`config.mk`:
```
export PLATFORM = sky130hd
export DESIGN_NAME = tmr_spike_rate_decoder
export DESIGN_NICKNAME = d
export VERILOG_FILES = /design/src/rtl/tmr_spike_rate_decoder.sv
export SDC_FILE = /design/constraint.sdc
export NUM_CORES = 1
export LEC_CHECK = 0
export CAP_MARGIN = 15
export CORE_MARGIN = 2
export CORE_UTILIZATION = 45
export DETAILED_ROUTE_END_ITERATION = 10
export PLACE_DENSITY_LB_ADDON = 0.25
export REMOVE_ABC_BUFFERS = 1
export SLEW_MARGIN = 5
export SYNTH_ARGS = -nofsm -noshare
export SYNTH_HDL_FRONTEND = slang
export SYNTH_SLANG_ARGS = --single-unit
export TNS_END_PERCENT = 30
```
`constraint.sdc`:
```
create_clock -name clk -period 2.9 [get_ports clk]
set_input_delay 0.87 -clock clk [delete_from_list [all_inputs] [get_ports clk]]
set_output_delay 0.87 -clock clk [all_outputs]
set_load 0.1 [all_outputs]
```
`src/rtl/tmr_spike_rate_decoder.sv`:
```
// Windowed firing-rate and lane-health decoder for a TMR spiking neuron.
// Publishes one result per WINDOW sampled timesteps over a valid/ready handshake.
module tmr_spike_rate_decoder #(
  parameter int WINDOW = 16,
  parameter int CNT_W  = 5,
  parameter int ERR_W  = 4
) (
  input  logic             clk,
  input  logic             rst_n,
  input  logic             enable,
  input  logic             step_en,
  input  logic             spike_in1,
  input  logic             spike_in2,
  input  logic             spike_in3,
  input  logic             spike_voted,
  output logic             out_valid,
  input  logic             out_ready,
  output logic [CNT_W-1:0] rate_out,
  output logic [ERR_W-1:0] mis_cnt1,
  output logic [ERR_W-1:0] mis_cnt2,
  output logic [ERR_W-1:0] mis_cnt3,
  output logic             vote_err,
  output logic             overrun,
  input  logic             clr_overrun
);
  localparam int                STEP_W    = $clog2(WINDOW);
  localparam logic [STEP_W-1:0] LAST_STEP = STEP_W'(WINDOW - 1);
  localparam logic [ERR_W-1:0]  ERR_MAX   = '1;

  typedef enum logic {IDLE, ACCUM} state_t;
  state_t state, state_nxt;

  logic [STEP_W-1:0] step_cnt;
  logic [CNT_W-1:0]  rate_acc, rate_nxt;
  logic [ERR_W-1:0]  mis_acc [3];
  logic [ERR_W-1:0]  mis_nxt [3];
  logic              verr_acc, verr_nxt;
  logic [2:0]        lanes;
  logic              maj, sample, win_done, accept;

  assign lanes    = {spike_in3, spike_in2, spike_in1};
  assign maj      = (spike_in1 & spike_in2) | (spike_in2 & spike_in3) | (spike_in1 & spike_in3);
  assign sample   = (state == ACCUM) && enable && step_en;
  assign win_done = sample && (step_cnt == LAST_STEP);
  assign accept   = out_valid && out_ready;

  // NOTE: every always_comb output is given a default first so no path can infer a latch.
  always_comb begin
    state_nxt = state;
    case (state)
      IDLE:  if (enable)  state_nxt = ACCUM;
      ACCUM: if (!enable) state_nxt = IDLE;
    endcase
  end

  // Accumulators including the current step; this is also what a completing window publishes.
  always_comb begin
    rate_nxt = rate_acc + CNT_W'(spike_voted);
    verr_nxt = verr_acc | (spike_voted ^ maj);
    for (int i = 0; i < 3; i++) begin
      mis_nxt[i] = mis_acc[i];
      if ((lanes[i] ^ maj) && (mis_acc[i] != ERR_MAX)) mis_nxt[i] = mis_acc[i] + ERR_W'(1);
    end
  end

  // NOTE: sequential state uses non-blocking assignments so every flop samples pre-edge values.
  always_ff @(posedge clk or negedge rst_n) begin
    if (!rst_n) state <= IDLE;
    else        state <= state_nxt;
  end

  // NOTE: the three-entry mismatch array is plain flop state, so it is reset like any register.
  always_ff @(posedge clk or negedge rst_n) begin
    if (!rst_n) begin
      step_cnt <= '0;
      rate_acc <= '0;
      verr_acc <= 1'b0;
      for (int i = 0; i < 3; i++) mis_acc[i] <= '0;
    end else if (state != ACCUM || !enable || win_done) begin
      // Idle, disabled mid-window, or window just published: start the next window clean.
      step_cnt <= '0;
      rate_acc <= '0;
      verr_acc <= 1'b0;
      for (int i = 0; i < 3; i++) mis_acc[i] <= '0;
    end else if (sample) begin
      step_cnt <= step_cnt + STEP_W'(1);
      rate_acc <= rate_nxt;
      verr_acc <= verr_nxt;
      for (int i = 0; i < 3; i++) mis_acc[i] <= mis_nxt[i];
    end
  end

  always_ff @(posedge clk or negedge rst_n) begin
    if (!rst_n) begin
      rate_out <= '0;
      mis_cnt1 <= '0;
      mis_cnt2 <= '0;
      mis_cnt3 <= '0;
      vote_err <= 1'b0;
    end else if (win_done) begin
      rate_out <= rate_nxt;
      mis_cnt1 <= mis_nxt[0];
      mis_cnt2 <= mis_nxt[1];
      mis_cnt3 <= mis_nxt[2];
      vote_err <= verr_nxt;
    end
  end

  // A new result wins over acceptance; overwriting an unread result flags overrun, set beats clear.
  always_ff @(posedge clk or negedge rst_n) begin
    if (!rst_n) begin
      out_valid <= 1'b0;
      overrun   <= 1'b0;
    end else begin
      if (win_done)    out_valid <= 1'b1;
      else if (accept) out_valid <= 1'b0;

      if (win_done && out_valid && !out_ready) overrun <= 1'b1;
      else if (clr_overrun)                    overrun <= 1'b0;
    end
  end

endmodule

```
==> results.yml, run 1 <==
clock_network:
  post_cts_buffers: 0
  clk_pin_slew_ns: 0.07
  cts.sinks: 43
  htreeDepth: 2
  worst_skew_pair.late_latency_ns: 0.28
  cts_root_buf: "clkbuf_8"
  cts_resized: 0
  postCtsHoldBufs: 0
  cts_buffers: 5
  cts_buffer_depth: 2
  cts_tree: "done"
synth:
  yosysMostFrequentCell: "dfrtp_1"
  synth-seq-cells: 43
  synth_top_family_by_area: "compound AO/OA/AOI/OAI gates"
  synthAdderAreaFrac: 0.0383
  synth.avg_cell_area_um2: 10.2
  synth_edf_count: 0
  yosys_warnings: 0
  synth-simple-area-share: 0.165
  synthDistinctLibCells: 48
  synth_top_cell_by_area: "dfrtp_1"
  synth-xor-area-share: 0.0394
  synthMuxAreaShare: 0.0282
  synthCells: 217
  synth_compound_area_frac: 0.214
  yosysTopAreaCellShare: 0.485
  synth_flop_cell: "dfrtp_1"
  synth_top_cells_by_count: "dfrtp_1 (43), nand2_1 (33), o21ai_0 (22)"
  async_flop_share: 1.00
  netlist_area_um2: 2220
  seq_area_frac_synth: 0.485
  ys_top_cells_by_area: "dfrtp_1 (48%), nand2_1 (5.6%), o21ai_0 (5.0%), ha_1 (3.4%), xnor2_1 (2.4%)"
drt:
  vias: 1649
  vias_per_cell: 5.20
  antenna_left: 0
  drc: 0
  dr.pass1.iters: 4
  drt_iter0_drc: 76
  wl_um: 4290
  wire_per_inst_um: 13.5
floorplanning:
  io-pin-count: 30
  fp.dieH_um: 74.3
  start_util: 0.467
  coreArea_um2: 4750
  die-area_um2: 5510
  die_w_um: 74.3
  num_rows: 25
grt:
  grt_use_total: 0.177
  grt_pass1_wl_um: 7530
  grt_max_degree: 24
  grt_pass1_vias: 1632
  antenna_found_initial: 0
  overflow: 0
critical_path:
  critPathRequiredTime_ns: 3.07
  cpMaxStageDelayCell: "clkdlybuf4s50_1"
  worstPathCellList: "clkdlybuf4s50_1, or3b_4, a21oi_4, o21ai_0, a32o_1"
  crit_family: "buffers and inverters"
  arrival_ns: 2.54
  critPathMaxFanout: 10
  slowest_delay_ns: 0.64
  cp-end-kind: "register"
  critPathBufInv: 1
  cp-start-kind: "primary input"
  worstSetupPathType: "in2reg"
final_layout:
  area_growth_pct: 18.0
  n_antenna_cell: 0
  drive_above_1_share: 0.192
  final_area_um2: 2620
  nNetsFinal: 267
run:
  max-cap-violations: 0
placed_design:
  globalplace.congestion: 0.842
  detailed_place.area_um2: 2550
  port_buffers: 29
  hpwl_um: 3110
sta:
  tns_ns: 0
  fin_skew_ns: 0.00421
  maxSlewHeadroom: 0.774
  hold_violations: 0
  clock.fmax_mhz: 423
  worstMarginPinSlew_ns: 0.340
  finalCriticalPeriod_ns: 2.37
  slew_viol_final: 0
  final-setup-viol-count: 0
  rsz0062_at_grt: "no"
  post-route-period-util: 0.816
pwr:
  p_per_area_nw_per_um2: 394
  pwr-share-comb: 0.084
  p_int_uw: 800
  p_sw_uw: 233
  p_sw_frac: 0.226
  power_leakage_nw: 1.20
  ir_drop_uv: 229
  p_seq_frac: 0.587
  power_frac_clock: 0.330
min_path:
  hold_class: "reg2reg"
status:
  status: "completed"
==> registers in the layout (all words and copies together) (netlist names) <==
| name | flops |
|---|---|
| rate_acc | 5 |
| rate_out | 5 |
| out_valid | 1 |
| vote_err | 1 |
| state | 1 |
| step_cnt | 4 |
| mis_cnt3 | 4 |
| overrun | 1 |
| mis_cnt1 | 4 |
| verr_acc | 1 |
| mis_acc | 12 |
| mis_cnt2 | 4 |
==> cell usage in the layout (no fill, tap or decap), types with 6 or more instances in the layout <==
| cell | Yosys | routed |
|---|---|---|
| buf_4 | 1 | 28 |
| o21ai_0 | 22 | 22 |
| dfrtp_1 | 43 | 43 |
| nand3_1 | 8 | 8 |
| nor2_1 | 7 | 7 |
| xnor2_1 | 6 | 6 |
| clkdlybuf4s50_1 | 0 | 8 |
| nand2_1 | 33 | 33 |
| ha_1 | 6 | 6 |
| o21ai_1 | 7 | 7 |
==> power groups by stage <==
stage | Combinational, mW | Sequential [mW] | Clock, mW
finish | 0.0865 | 0.606 | 0.341
global route | 0.0959 | 0.606 | 0.379
CTS | 0.0879 | 0.606 | 0.360
detailed placement | 0.0877 | 0.618 | 0
global placement | 0.0862 | 0.618 | 0
floorplan | 0.0429 | 0.617 | 0
==> logic make-up (layout without fill, tap and decap cells) <==
family | after synthesis | in the layout
xor gates and xnor gates | 10 | 10
DFF | 43 | 43
and+or+nand+nor | 72 | 72
adders and majority gates | 7 | 7
buffers and inverters | 15 | 48
muxes | 6 | 6
AOI/OAI and AO/OA | 64 | 64
==> area by class of cell <==
class,count,area [um^2]
timing repair buffer,37,295
tap,67,83.8
clock buffer,6,72.6
sequential,43,1080
multi-input combinational,159,1070
fill,455,2130
inverter,5,18.8
==> per-layer routing <==
| metal | track usage | vias to the layer above | share of wire |
|---|---|---|---|
| li1 | - | 835 | - |
| met1 | 0.239 | 793 | 0.48 |
| met2 | 0.293 | 19 | 0.48 |
| met3 | 0.0407 | 2 | 0.026 |
| met4 | 0.0417 | 0 | 0.0051 |
| met5 | 0 | - | 0 |
==> metrics by stage <==
stage               utilization  worst slack (ns)  instances  power, mW  hold slack, ns
finish                    0.551             0.534        317       1.03           0.476
global route              0.551             0.469        317       1.08           0.519
CTS                       0.551             0.557        317       1.05           0.485
detailed placement        0.536             0.244        311      0.705           0.466
global placement          0.536             0.275        311      0.704           0.463
floorplan                     -             0.875        207      0.660           0.469
==> worst register-to-register path: cells and delay by family (launching register included) <==
family	cells	cell delay (ns)
AND/OR/NAND/NOR	3	0.63
flip-flops	1	0.41
buffers and inverters	1	0.24
adder cells (fa/ha/maj)	1	0.21
AO/OA/AOI/OAI	1	0.07
==> worst paths after layout <==
check                            start           to  slack, ns  cells after the start
min in group asynchronous        rst_n        state       0.56                      2
max reg2reg                step_cnt[0]  rate_out[2]       1.22                      6
max                          spike_in3   mis_acc[1]       0.53                      5
min reg2reg                rate_out[1]  rate_out[1]       0.48                      2
max in group asynchronous        rst_n  mis_cnt1[0]       2.10                      2
min                        rate_out[1]  rate_out[1]       0.48                      2
Power figures use the tool's default switching activity.
==> inputs of run 2 (changes only) <==
- clock period: 2.9 -> 1.9 ns (I/O delays scaled with it)
==> run 2 against run 1 <==
Combinational power rose by 73%. Clock skew grew 0.0012 ns. Register-to-register slack worse by 0.90 ns. Worst hold slack worse by 0.28 ns. Clock power is 70% higher. Utilization grew 8.1 points. Design area is 15% higher. Non-clock buffer count grew 13. Die area stayed put. Count of clock-buffer cells in the layout unchanged. Sequential share of layout area is 5.2 points lower.
==> results.yml, run 2 (same netlist as run 1, synthesis figures left out) <==
pwr:
  p_sw_frac: 0.229
  power_frac_clock: 0.350
  ir_drop_uv: 289
  p_sw_uw: 379
  power_leakage_nw: 1.34
  p_per_area_nw_per_um2: 551
  p_int_mw: 1.28
  pwr-share-comb: 0.091
  p_seq_frac: 0.559
clock_network:
  cts_root_buf: "clkbuf_8"
  htreeDepth: 2
  cts_buffers: 5
  cts_tree: "done"
  postCtsHoldBufs: 0
  clk_pin_slew_ns: 0.08
  cts.sinks: 43
  cts_buffer_depth: 2
  worst_skew_pair.late_latency_ns: 0.29
grt:
  gr-max-usage-layer: "met2"
  grt_pass1_wl_um: 7600
  grt_max_degree: 28
  grtUsageMet1: 0.227
  antenna_found_initial: 0
  met3_usage: 0.0447
  grt_use_total: 0.183
  overflow: 0
  grt_pass1_vias: 1732
  use_met2: 0.311
placed_design:
  port_buffers: 29
  hpwl_um: 3200
  globalplace.congestion: 0.802
  dp_slack_ns: -0.411
floorplanning:
  start_util: 0.467
  die_w_um: 74.3
  die-area_um2: 5510
  io-pin-count: 30
  num_rows: 25
  fp.dieH_um: 74.3
  coreArea_um2: 4750
final_layout:
  largest_register: "mis_acc"
  most-common-layout-cells: "dfrtp_1 (43), nand2_1 (33), buf_12 (22)"
  n_antenna_cell: 0
  fillers: 421
  area_growth_pct: 35.3
  top_regs: "mis_acc: 12 flops, rate_acc: 5 flops, rate_out: 5 flops"
  largest_reg_flops: 12
  nNetsFinal: 280
  final_common_cell: "dfrtp_1"
  drive_above_1_share: 0.239
drt:
  vias: 1727
  vias_per_cell: 5.22
  dr.pass1.iters: 4
  wire_per_inst_um: 13.0
  antenna_left: 0
  wl_um: 4300
  drc: 0
  drt_iter0_drc: 76
critical_path:
  cpMaxStageDelayCell: "clkdlybuf4s50_1"
  worstPathCellList: "clkdlybuf4s50_1, nand2_1, buf_4, or2_2, o21ai_1, a32o_1"
  r2r_slack_ns: 0.32
  slowest_delay_ns: 0.49
  critPathMaxFanout: 9
  critPathRequiredTime_ns: 2.13
  timing.rr.end: "mis_acc[0]"
  critPathCapture: "mis_acc[1]"
  worstSetupPathType: "in2reg"
  ff2ff_path_depth: 6
  arrival_ns: 1.98
  reg2reg_from: "mis_acc[0]"
  cp-end-kind: "register"
  startpoint: "enable"
  cp-start-kind: "primary input"
sta:
  hold_violations: 0
  clock.fmax_mhz: 572
  fin_skew_ns: 0.00542
  finalCriticalPeriod_ns: 1.75
  slew_viol_final: 0
  maxSlewHeadroom: 0.718
  post-route-period-util: 0.920
  tns_ns: 0
  worstMarginPinSlew_ns: 0.422
  rsz0062_at_grt: "no"
  setup_ws_ns: 0.153
  final-setup-viol-count: 0
status:
  status: "completed"
min_path:
  hold_class: "in2async"
run:
  max-cap-violations: 0
## run 2: timing repair
action,CTS,global route
gates resized for setup,4,0
setup endpoints to repair,10,0
buffers inserted,3,0
## run 2: area by class of cell
class | instances | area, um^2 | area share
tap | 67 | 83.8 | 0.0279
sequential | 43 | 1080 | 0.358
clock buffer | 6 | 82.6 | 0.0275
inverter | 5 | 18.8 | 0.00624
timing repair buffer | 50 | 664 | 0.221
multi-input combinational | 159 | 1070 | 0.358
clock inverter | 1 | 5.00 | 0.00167
## run 2: layer usage
layer | vias up | part of all wire
li1 | 863 | -
met1 | 832 | 0.48
met5 | - | 0
met3 | 5 | 0.033
met4 | 0 | 0.016
met2 | 27 | 0.47
## run 2: power by group through the flow
stage / Clock [mW] / Sequential [mW] / Combinational, mW
after CTS: 0.612 / 0.924 / 0.153
final: 0.580 / 0.925 / 0.150
after global placement: 0 / 0.943 / 0.145
after global routing: 0.641 / 0.925 / 0.170
after detailed placement: 0 / 0.943 / 0.148
after floorplan: 0 / 0.942 / 0.0655
## run 2: worst min-delay path by stage
| stage | start | endpoint | cells past startpoint |
|---|---|---|---|
| after floorplan | rst_n | mis_acc[0] | 0 |
| after global placement | rate_acc[4] | rate_acc[4] | 2 |
| after detailed placement | rate_acc[4] | rate_acc[4] | 2 |
| after CTS | rst_n | step_cnt[3] | 1 |
| after global routing | rst_n | state | 1 |
| final | rst_n | step_cnt[3] | 1 |
## run 2: stage by stage
step	power [mW]	instance area [um^2]	utilization	std cells	hold slack, ns
after global placement	1.09	2900	0.610	321	0.481
after global routing	1.74	3010	0.632	331	0.226
after floorplan	1.01	2170	-	207	0.274
final	1.65	3010	0.632	331	0.200
after CTS	1.69	3010	0.632	331	0.199
after detailed placement	1.09	2900	0.610	321	0.492
## run 2: critical path, delay by kind of cell
family | cells | cell delay, ns
AO/OA/AOI/OAI | 2 | 0.32
buffers and inverters | 2 | 0.63
AND/OR/NAND/NOR | 2 | 0.45
==> inputs of run 3 (changes only) <==
--- a/config.mk
+++ b/config.mk
@@ -11,3 +11,3 @@
 export DETAILED_ROUTE_END_ITERATION = 10
-export PLACE_DENSITY_LB_ADDON = 0.25
+export PLACE_DENSITY_LB_ADDON = 0.08
 export REMOVE_ABC_BUFFERS = 1
==> constraint.sdc (replaced) <==
create_clock -name clk -period 1.9 [get_ports clk]
set_input_delay 0.38 -clock clk [delete_from_list [all_inputs] [get_ports clk]]
set_output_delay 0.38 -clock clk [all_outputs]
set_load 0.1 [all_outputs]
==> run 3 against run 2 <==
Sequential power barely moved. First-iteration DRC count unchanged. Die area did not move. Non-clock buffer count fell by 5. Via count fell by 2.7%. Maximum frequency is 1.4% lower. Largest cell class unchanged. Largest power group unchanged.
==> results.yml, run 3 (same netlist as run 1, synthesis figures left out) <==
final_layout:
  top_regs: "mis_acc: 12 flops, rate_acc: 5 flops, rate_out: 5 flops"
  nNetsFinal: 275
  fillers: 430
  largest_reg_flops: 12
  drive_above_1_share: 0.227
  area_growth_pct: 27.0
  n_antenna_cell: 0
  largest_register: "mis_acc"
  most-common-layout-cells: "dfrtp_1 (43), nand2_1 (33), buf_4 (26)"
  final_common_cell: "dfrtp_1"
  stdcell_count: 327
clock_network:
  cts_tree: "done"
  cts_buffers: 5
  htreeDepth: 2
  postCtsHoldBufs: 0
  cts.sinks: 43
  worst_skew_pair.late_latency_ns: 0.29
  clk_pin_slew_ns: 0.08
  cts_root_buf: "clkbuf_8"
  cts_buffer_depth: 2
sta:
  hold_violations: 0
  clock.fmax_mhz: 565
  worstMarginPinSlew_ns: 0.292
  setup_ws_ns: 0.129
  rsz0062_at_grt: "no"
  fin_skew_ns: 0.00263
  finalCriticalPeriod_ns: 1.77
  hold_ws_ns: 0.0488
  slew_viol_final: 0
  final-setup-viol-count: 0
  tns_ns: 0
  maxSlewHeadroom: 0.805
  post-route-period-util: 0.932
grt:
  grt_pass1_vias: 1585
  use_met2: 0.262
  overflow: 0
  grt_max_degree: 44
  antenna_found_initial: 0
  gr-max-usage-layer: "met2"
  grt_use_total: 0.175
  grtUsageMet1: 0.260
  met3_usage: 0.0325
  grt_pass1_wl_um: 7390
drt:
  antenna_left: 0
  dr.pass1.iters: 4
  vias_per_cell: 5.14
  wire_per_inst_um: 13.2
  wl_um: 4330
  vias: 1681
  drt_iter0_drc: 76
  drc: 0
pwr:
  finalPower_mw: 1.63
  p_sw_uw: 390
  power_frac_clock: 0.343
  power_leakage_nw: 1.29
  ir_drop_uv: 403
  p_int_mw: 1.24
  p_per_area_nw_per_um2: 577
  p_seq_frac: 0.568
  pwr-share-comb: 0.089
  p_sw_frac: 0.239
critical_path:
  critPathMaxFanout: 6
  r2r_slack_ns: 0.31
  cpMaxStageDelayCell: "clkdlybuf4s50_1"
  worstPathCellList: "clkdlybuf4s50_1, or3b_4, a21oi_4, o21ai_0, a32o_1"
  slowest_delay_ns: 0.57
  arrival_ns: 1.95
  critPathRequiredTime_ns: 2.08
  worstSetupPathType: "in2reg"
  critPathBufInv: 1
  timing.rr.end: "mis_acc[1]"
  crit_cells: 5
  ff2ff_path_depth: 5
  cp-start-kind: "primary input"
  crit_family: "buffers and inverters"
  reg2reg_from: "mis_acc[0]"
  cp-end-kind: "register"
floorplanning:
  die-area_um2: 5510
  fp.dieH_um: 74.3
  die_w_um: 74.3
  coreArea_um2: 4750
  start_util: 0.467
  io-pin-count: 30
  num_rows: 25
status:
  status: "completed"
placed_design:
  dp.cells: 319
  port_buffers: 29
  hpwl_um: 3030
  globalplace.congestion: 0.769
  dp_slack_ns: -0.247
run:
  max-cap-violations: 0
min_path:
  hold_class: "in2async"
## run 3: area by class of cell
type / count / area [um^2] / area share
inverter: 5 / 18.8 / 0.00665
clock buffer: 5 / 68.8 / 0.0244
tap: 67 / 83.8 / 0.0297
clock inverter: 3 / 15.0 / 0.00532
sequential: 43 / 1080 / 0.382
multi-input combinational: 159 / 1070 / 0.381
timing repair buffer: 45 / 483 / 0.171
## run 3: worst register-to-register path: stages (launching register included)
cell,delay (ns)
dfrtp_1,0.44
ha_1,0.25
and3_1,0.25
a21oi_4,0.18
o21ai_0,0.14
a32o_1,0.23
## run 3: power groups by stage
stage,clock network (mW),logic [mW],registers (mW)
finish,0.558,0.145,0.924
global route,0.622,0.164,0.925
floorplan,0,0.0655,0.942
detailed placement,0,0.148,0.943
global placement,0,0.146,0.943
CTS,0.585,0.149,0.924
## run 3: metal layers
layer	part of all wire	vias up
li1	-	858
met1	0.50	794
met2	0.46	27
met3	0.032	2
met4	0.0051	0
met5	0	-
## run 3: metrics by stage
stage | cell area [um^2] | utilization
floorplan | 2170 | -
global placement | 2730 | 0.575
detailed placement | 2730 | 0.575
CTS | 2820 | 0.593
global route | 2820 | 0.593
finish | 2820 | 0.593
## run 3: what timing repair did
action	4_1_cts	5_1_grt
setup endpoints to repair	0	2
buffers inserted	0	0
resized for setup	0	1
hold endpoints to repair	0	0
## run 3: worst max-delay path by stage
stage	start	endpoint	slack, ns
3_3_place_gp	spike_in2	mis_acc[8]	-0.19
3_5_place_dp	spike_in2	mis_acc[8]	-0.25
4_1_cts	spike_in2	mis_acc[8]	0.08
5_1_grt	spike_in1	mis_acc[1]	0.03
6_report	spike_in3	mis_acc[1]	0.13
2_1_floorplan	step_cnt[0]	vote_err	0.24
